[config.mk]
export PLATFORM = sky130hd
export DESIGN_NAME = unidad_control_multiciclo
export DESIGN_NICKNAME = d
export VERILOG_FILES = /design/src/rtl/fase2_pkg.sv /design/src/rtl/unidad_control_multiciclo.sv
export SDC_FILE = /design/constraint.sdc
export NUM_CORES = 1
export LEC_CHECK = 0
export ABC_AREA = 1
export ABC_CLOCK_PERIOD_IN_PS = 1500
export BUFFER_PORTS_ARGS = -buffer_cell sky130_fd_sc_hd__buf_4
export CORE_MARGIN = 10
export CORE_UTILIZATION = 43
export CTS_CLUSTER_SIZE = 10
export DETAILED_ROUTE_END_ITERATION = 10
export HOLD_SLACK_MARGIN = 0.1
export PLACE_DENSITY = 0.74
export SLEW_MARGIN = 10
export SYNTH_ARGS = -nofsm -noshare
export SYNTH_HDL_FRONTEND = slang
export SYNTH_SLANG_ARGS = --single-unit
[constraint.sdc]
create_clock -name clkFase -period 1.5 [get_ports clkFase]
set_input_delay 0.3 -clock clkFase [delete_from_list [all_inputs] [get_ports clkFase]]
set_output_delay 0.3 -clock clkFase [all_outputs]
set_load 0.02 [all_outputs]
[src/rtl/fase2_pkg.sv]
// rtl/fase2_pkg.sv - shared states, opcodes and select encodings for the Fase 2 multicycle control
package fase2_pkg;

  typedef enum logic [3:0] {
    S_FETCH  = 4'd0,
    S_DECODE = 4'd1,
    S_MEMADR = 4'd2,
    S_MEMRD  = 4'd3,
    S_MEMWB  = 4'd4,
    S_MEMWR  = 4'd5,
    S_EXEC   = 4'd6,
    S_RWB    = 4'd7,
    S_BRANCH = 4'd8,
    S_JUMP   = 4'd9,
    S_ADDIEX = 4'd10,
    S_ADDIWB = 4'd11,
    S_TRAP   = 4'd12
  } state_t;

  localparam logic [5:0] OP_RTYPE = 6'b000000;
  localparam logic [5:0] OP_LW    = 6'b100011;
  localparam logic [5:0] OP_SW    = 6'b101011;
  localparam logic [5:0] OP_BEQ   = 6'b000100;
  localparam logic [5:0] OP_J     = 6'b000010;
  localparam logic [5:0] OP_ADDI  = 6'b001000;

  localparam logic [2:0] ALU_ADD   = 3'b000;
  localparam logic [2:0] ALU_SUB   = 3'b001;
  localparam logic [2:0] ALU_FUNCT = 3'b010;

  localparam logic [1:0] SRCB_REG     = 2'b00;
  localparam logic [1:0] SRCB_FOUR    = 2'b01;
  localparam logic [1:0] SRCB_IMM     = 2'b10;
  localparam logic [1:0] SRCB_IMM_SH2 = 2'b11;

  localparam logic [1:0] PCSRC_ALU    = 2'b00;
  localparam logic [1:0] PCSRC_ALUOUT = 2'b01;
  localparam logic [1:0] PCSRC_JUMP   = 2'b10;

endpackage

[src/rtl/unidad_control_multiciclo.sv]
// rtl/unidad_control_multiciclo.sv - Moore multicycle control unit with memory stall and sticky trap
module unidad_control_multiciclo
  import fase2_pkg::*;
#(
  parameter bit HAS_JUMP = 1'b1,
  parameter bit HAS_ADDI = 1'b1,
  parameter int STATEW   = 4
) (
  input  logic              clkFase,
  input  logic              rstFase,
  input  logic [5:0]        Opcode,
  input  logic              MemReady,
  output logic              PCWrite,
  output logic              PCWriteCond,
  output logic              IorD,
  output logic              MemRead,
  output logic              MemWrite,
  output logic              MemToReg,
  output logic              IRWrite,
  output logic              RegDst,
  output logic              RegWrite,
  output logic              ALUSrcA,
  output logic [1:0]        PCSource,
  output logic [1:0]        ALUSrcB,
  output logic [2:0]        ALUOp,
  output logic [STATEW-1:0] State,
  output logic              Illegal
);

  state_t state, state_n;
  // Opcode is only valid in DECODE, so MEMADR relies on this captured lw/sw choice.
  logic   is_store;

  always_ff @(posedge clkFase or posedge rstFase) begin
    if (rstFase) begin
      state    <= S_FETCH;
      is_store <= 1'b0;
    end else begin
      state <= state_n;
      if (state == S_DECODE) is_store <= (Opcode == OP_SW);
    end
  end

  always_comb begin
    state_n = state;
    case (state)
      S_FETCH:  if (MemReady) state_n = S_DECODE;
      S_DECODE: begin
        case (Opcode)
          OP_RTYPE:     state_n = S_EXEC;
          OP_LW, OP_SW: state_n = S_MEMADR;
          OP_BEQ:       state_n = S_BRANCH;
          OP_J:         state_n = HAS_JUMP ? S_JUMP : S_TRAP;
          OP_ADDI:      state_n = HAS_ADDI ? S_ADDIEX : S_TRAP;
          default:      state_n = S_TRAP;
        endcase
      end
      S_MEMADR: state_n = is_store ? S_MEMWR : S_MEMRD;
      S_MEMRD:  if (MemReady) state_n = S_MEMWB;
      S_MEMWB:  state_n = S_FETCH;
      S_MEMWR:  if (MemReady) state_n = S_FETCH;
      S_EXEC:   state_n = S_RWB;
      S_RWB:    state_n = S_FETCH;
      S_BRANCH: state_n = S_FETCH;
      S_JUMP:   state_n = S_FETCH;
      S_ADDIEX: state_n = S_ADDIWB;
      S_ADDIWB: state_n = S_FETCH;
      S_TRAP:   state_n = S_TRAP;
      default:  state_n = S_FETCH;
    endcase
  end

  // Reset masks the decoder combinationally so an abort drops enables before the next edge.
  always_comb begin
    PCWrite     = 1'b0;
    PCWriteCond = 1'b0;
    IorD        = 1'b0;
    MemRead     = 1'b0;
    MemWrite    = 1'b0;
    MemToReg    = 1'b0;
    IRWrite     = 1'b0;
    RegDst      = 1'b0;
    RegWrite    = 1'b0;
    ALUSrcA     = 1'b0;
    PCSource    = PCSRC_ALU;
    ALUSrcB     = SRCB_REG;
    ALUOp       = ALU_ADD;
    Illegal     = 1'b0;
    if (!rstFase) begin
      case (state)
        S_FETCH: begin
          MemRead = 1'b1;
          ALUSrcB = SRCB_FOUR;
          IRWrite = MemReady;
          PCWrite = MemReady;
        end
        S_DECODE: ALUSrcB = SRCB_IMM_SH2;
        S_MEMADR: begin
          ALUSrcA = 1'b1;
          ALUSrcB = SRCB_IMM;
        end
        S_MEMRD: begin
          MemRead = 1'b1;
          IorD    = 1'b1;
        end
        S_MEMWB: begin
          RegWrite = 1'b1;
          MemToReg = 1'b1;
        end
        S_MEMWR: begin
          MemWrite = 1'b1;
          IorD     = 1'b1;
        end
        S_EXEC: begin
          ALUSrcA = 1'b1;
          ALUOp   = ALU_FUNCT;
        end
        S_RWB: begin
          RegDst   = 1'b1;
          RegWrite = 1'b1;
        end
        S_BRANCH: begin
          ALUSrcA     = 1'b1;
          ALUOp       = ALU_SUB;
          PCWriteCond = 1'b1;
          PCSource    = PCSRC_ALUOUT;
        end
        S_JUMP: begin
          PCWrite  = 1'b1;
          PCSource = PCSRC_JUMP;
        end
        S_ADDIEX: begin
          ALUSrcA = 1'b1;
          ALUSrcB = SRCB_IMM;
        end
        S_ADDIWB: RegWrite = 1'b1;
        S_TRAP:   Illegal  = 1'b1;
        default: ;
      endcase
    end
  end

  assign State = STATEW'(state);

endmodule

==> summary.md <==
| Metric | Value |
|---|---|
| Run status | `finished, violations left` |
| Failing checks | `setup timing` |
| Final wirelength | `2.96 mm` |
| CORE AREA | `around 0.0013 sq mm` |
| Die extent in x | `56.9 microns` |
| Setup slack after layout | `-298 ps` |
| Logic pwr share | `78.3%` |
| Max-slew violations | `0` |
| Final net count | `approximately 160` |
| Place WS | `-1.37 ps` |
| Max cap viols | `0` |
| Crit Path Class | `flop to primary output` |
| Worst Hold Class | `input pin to asynchronous set/reset pin` |
| Register area share after synthesis | `roughly 21%` |
| Worst Skew | `about 3.3 ps` |
| CTS tree | `built` |
| Critical path peak fanout | `6` |
| Starting DRC count in detailed routing | `between 40 and 50` |
| Vias in the first global route | `865` |
| Final hold viol count | `0` |
| Clock power frac | `under 10%` |
| Num CTS Buffers | `3` |
| Critical Path Source Type | `flop` |
| Worst VDD drop | `between 1 and 1.5 mV` |
| Power per standard cell area | `1830 mW/mm^2` |
| Syn_nets | `about 110` |
| Routability cong. | `about 0.91` |
| Maximum clock rate | `roughly 560 MHz` |
| Remaining DRCs | `0` |
| Height of the chip | `between 50 and 60 microns` |
| DR vias/cell | `about 5.4` |
| Final Non-Filler Cells | `168` |
| Register bit total from synthesis | `5` |
| Clock Latency Late Sink | `approximately 260 ps` |
| Initial antenna violation count | `0` |
| Routed Antenna Nets | `0` |
| Clock transition at the registers of the reported paths | `50 ps` |
| Initial core utilization | `approximately 45%` |
| Largest net degree at the start of global routing | `12` |
| Die Area | `~0.0032 sq mm` |
| CP required | `between 1000 and 1500 ps` |
| Switch share | `between 50% and 60%` |
| Mean post-synth cell area | `between 5 and 6 sq um` |
| Hold_ws | `approximately 230 ps` |
| Hpwl dp | `between 1.5 and 2 mm` |
| Commonest non-fill, non-tap cells in the layout | `buf_4 (38), nand2_1 (17), inv_1 (12), buf_6 (11), nand3_1 (10)` |
| N_diodes | `0` |
| Pleak | `just under 0.6 nW` |
| Fillers | `between 60 and 70` |
| Endpoints failing setup | `17` |
| First-pass GRT wire length | `about 4.0 mm` |
| Max clock buf depth | `2` |
| Final core utilization | `~89%` |
| Routed wire length per instance | `between 15 and 20 microns` |
| Router iterations before antenna repair | `5` |
| Sequential share of power | `13.4%` |
| Placed cells | `~150` |
| Total power | `roughly 2.1 mW` |
| Minimum clock period | `1800 ps` |
| Row Count | `13` |
| Clk sinks | `5` |
| IO buf count | `29` |
| Synthesized area | `between 500 and 600 sq um` |
| TNS Setup | `-3330 ps` |
| Commonest non-fill, non-tap cell in the layout | `buf_4` |
| Warnings from Yosys | `0` |
| Vias | `between 900 and 1k` |
| Gr ovfl total | `0` |
| P&R area growth vs syn | `96.1%` |
| Pint | `about 1.0 mW` |
| RSZ-0062 raised after global routing | `true` |
| Hold-fix buffers, CTS | `0` |
| Post-synthesis cell type count | `21` |
| Total track usage | `around 15%` |
| Critical Path AT | `roughly 1500 ps` |
| Sw Pwr | `1.10 mW` |
| H-tree depth | `1` |
| Top Ports | `31` |
| Final period utilization | `120%` |
| Share of layout cells above drive strength 1 | `60.8%` |
| Crit. End Element | `primary output` |
| CTS root buf | `clkbuf_4` |
| Syn Inst Count | `104` |
| Final Instance Area | `roughly 0.0011 sq mm` |
| Dpl cell area | `slightly below 900 sq um` |
## critical path: stages, from the launching register on
cell and delay, ps:
dfrtp_2 490, nor2_4 140, inv_2 80, nor2_4 130
nand2_2 90, a21oi_2 170, buf_6 140
## cell usage after synthesis
library cell  number  share of area (%)
o21ai_1            2                1.7
nor2_4             3                5.8
a31oi_1            1                1.1
buf_4              3                3.9
nand4_1            1                1.1
o211ai_1           1                1.3
inv_2              4                2.6
o22ai_1            1                1.1
a21oi_1            4                3.4
nand3_1           12                 10
o21ai_2            1                1.5
o21ai_0            1               0.86
dfrtp_1            5                 21
o2111ai_1          1                1.5
nand2_1           25                 16
inv_1             17                 11
nor2_1            15                9.6
nand2_2            2                2.1
conb_1             1               0.64
nor3_1             3                2.6
clkbuf_1           1               0.64
## area by class of cell
| cell class | count | area, sq um | area share [%] |
|---|---|---|---|
| tap | 15 | 18.8 | 1.64 |
| multi-input combinational | 74 | 473 | 41.3 |
| clock buffer | 4 | 26.3 | 2.29 |
| sequential | 5 | 130 | 11.4 |
| timing repair buffer | 49 | 409 | 35.7 |
| inverter | 21 | 88.8 | 7.75 |
## power groups by stage
stage | combinational, mW | sequential (mW) | clock (mW)
after floorplan | 0.610 | 0.299 | 0
after global placement | 1.11 | 0.245 | 0
after detailed placement | 1.11 | 0.246 | 0
after CTS | 1.32 | 0.245 | 0.169
after global routing | 1.74 | 0.287 | 0.177
final | 1.64 | 0.282 | 0.173
## path summary, 6_finish.rpt
path                       startpoint  endpoint  slack [ps]  depth (start not counted)
setup / recovery             State[1]   PCWrite        -300                          6
hold / removal                rstFase  State[1]         230                          3
setup reg to reg             State[3]  State[2]          30                          8
hold reg to reg              is_store  is_store         610                          2
max in group asynchronous     rstFase  State[2]        1150                          3
min in group clkFase         MemReady  State[1]         320                          2
## cells by family (layout without fill, tap and decap cells)
family / Yosys count / after routing / share of synthesized area (%)
DFF: 5 / 5 / 21.4
and+or+nand+nor: 61 / 61 / 47.5
buffers and inverters: 25 / 74 / 18.0
AOI/OAI and AO/OA: 12 / 12 / 12.4
other: 1 / 1 / 0.642
## state kept, by name (all words and copies together) (netlist names)
signal,count
is_store,1
State,4
## timing repair
| item | 4_1_cts | 5_1_grt |
|---|---|---|
| setup buffers | 8 | 3 |
| setup endpoints to repair | 17 | 19 |
| gates cloned | 0 | 0 |
| pin swaps | 9 | 7 |
| hold endpoints to repair | 0 | 0 |
| resized for setup | 16 | 29 |
## per-layer routing
metal	routed length, microns	GRT usage (%)
met1	1150	17.1
met2	1560	25.2
met3	194	3.15
met4	59	6.04
met5	0	0
(Power assumes the default switching activity.)
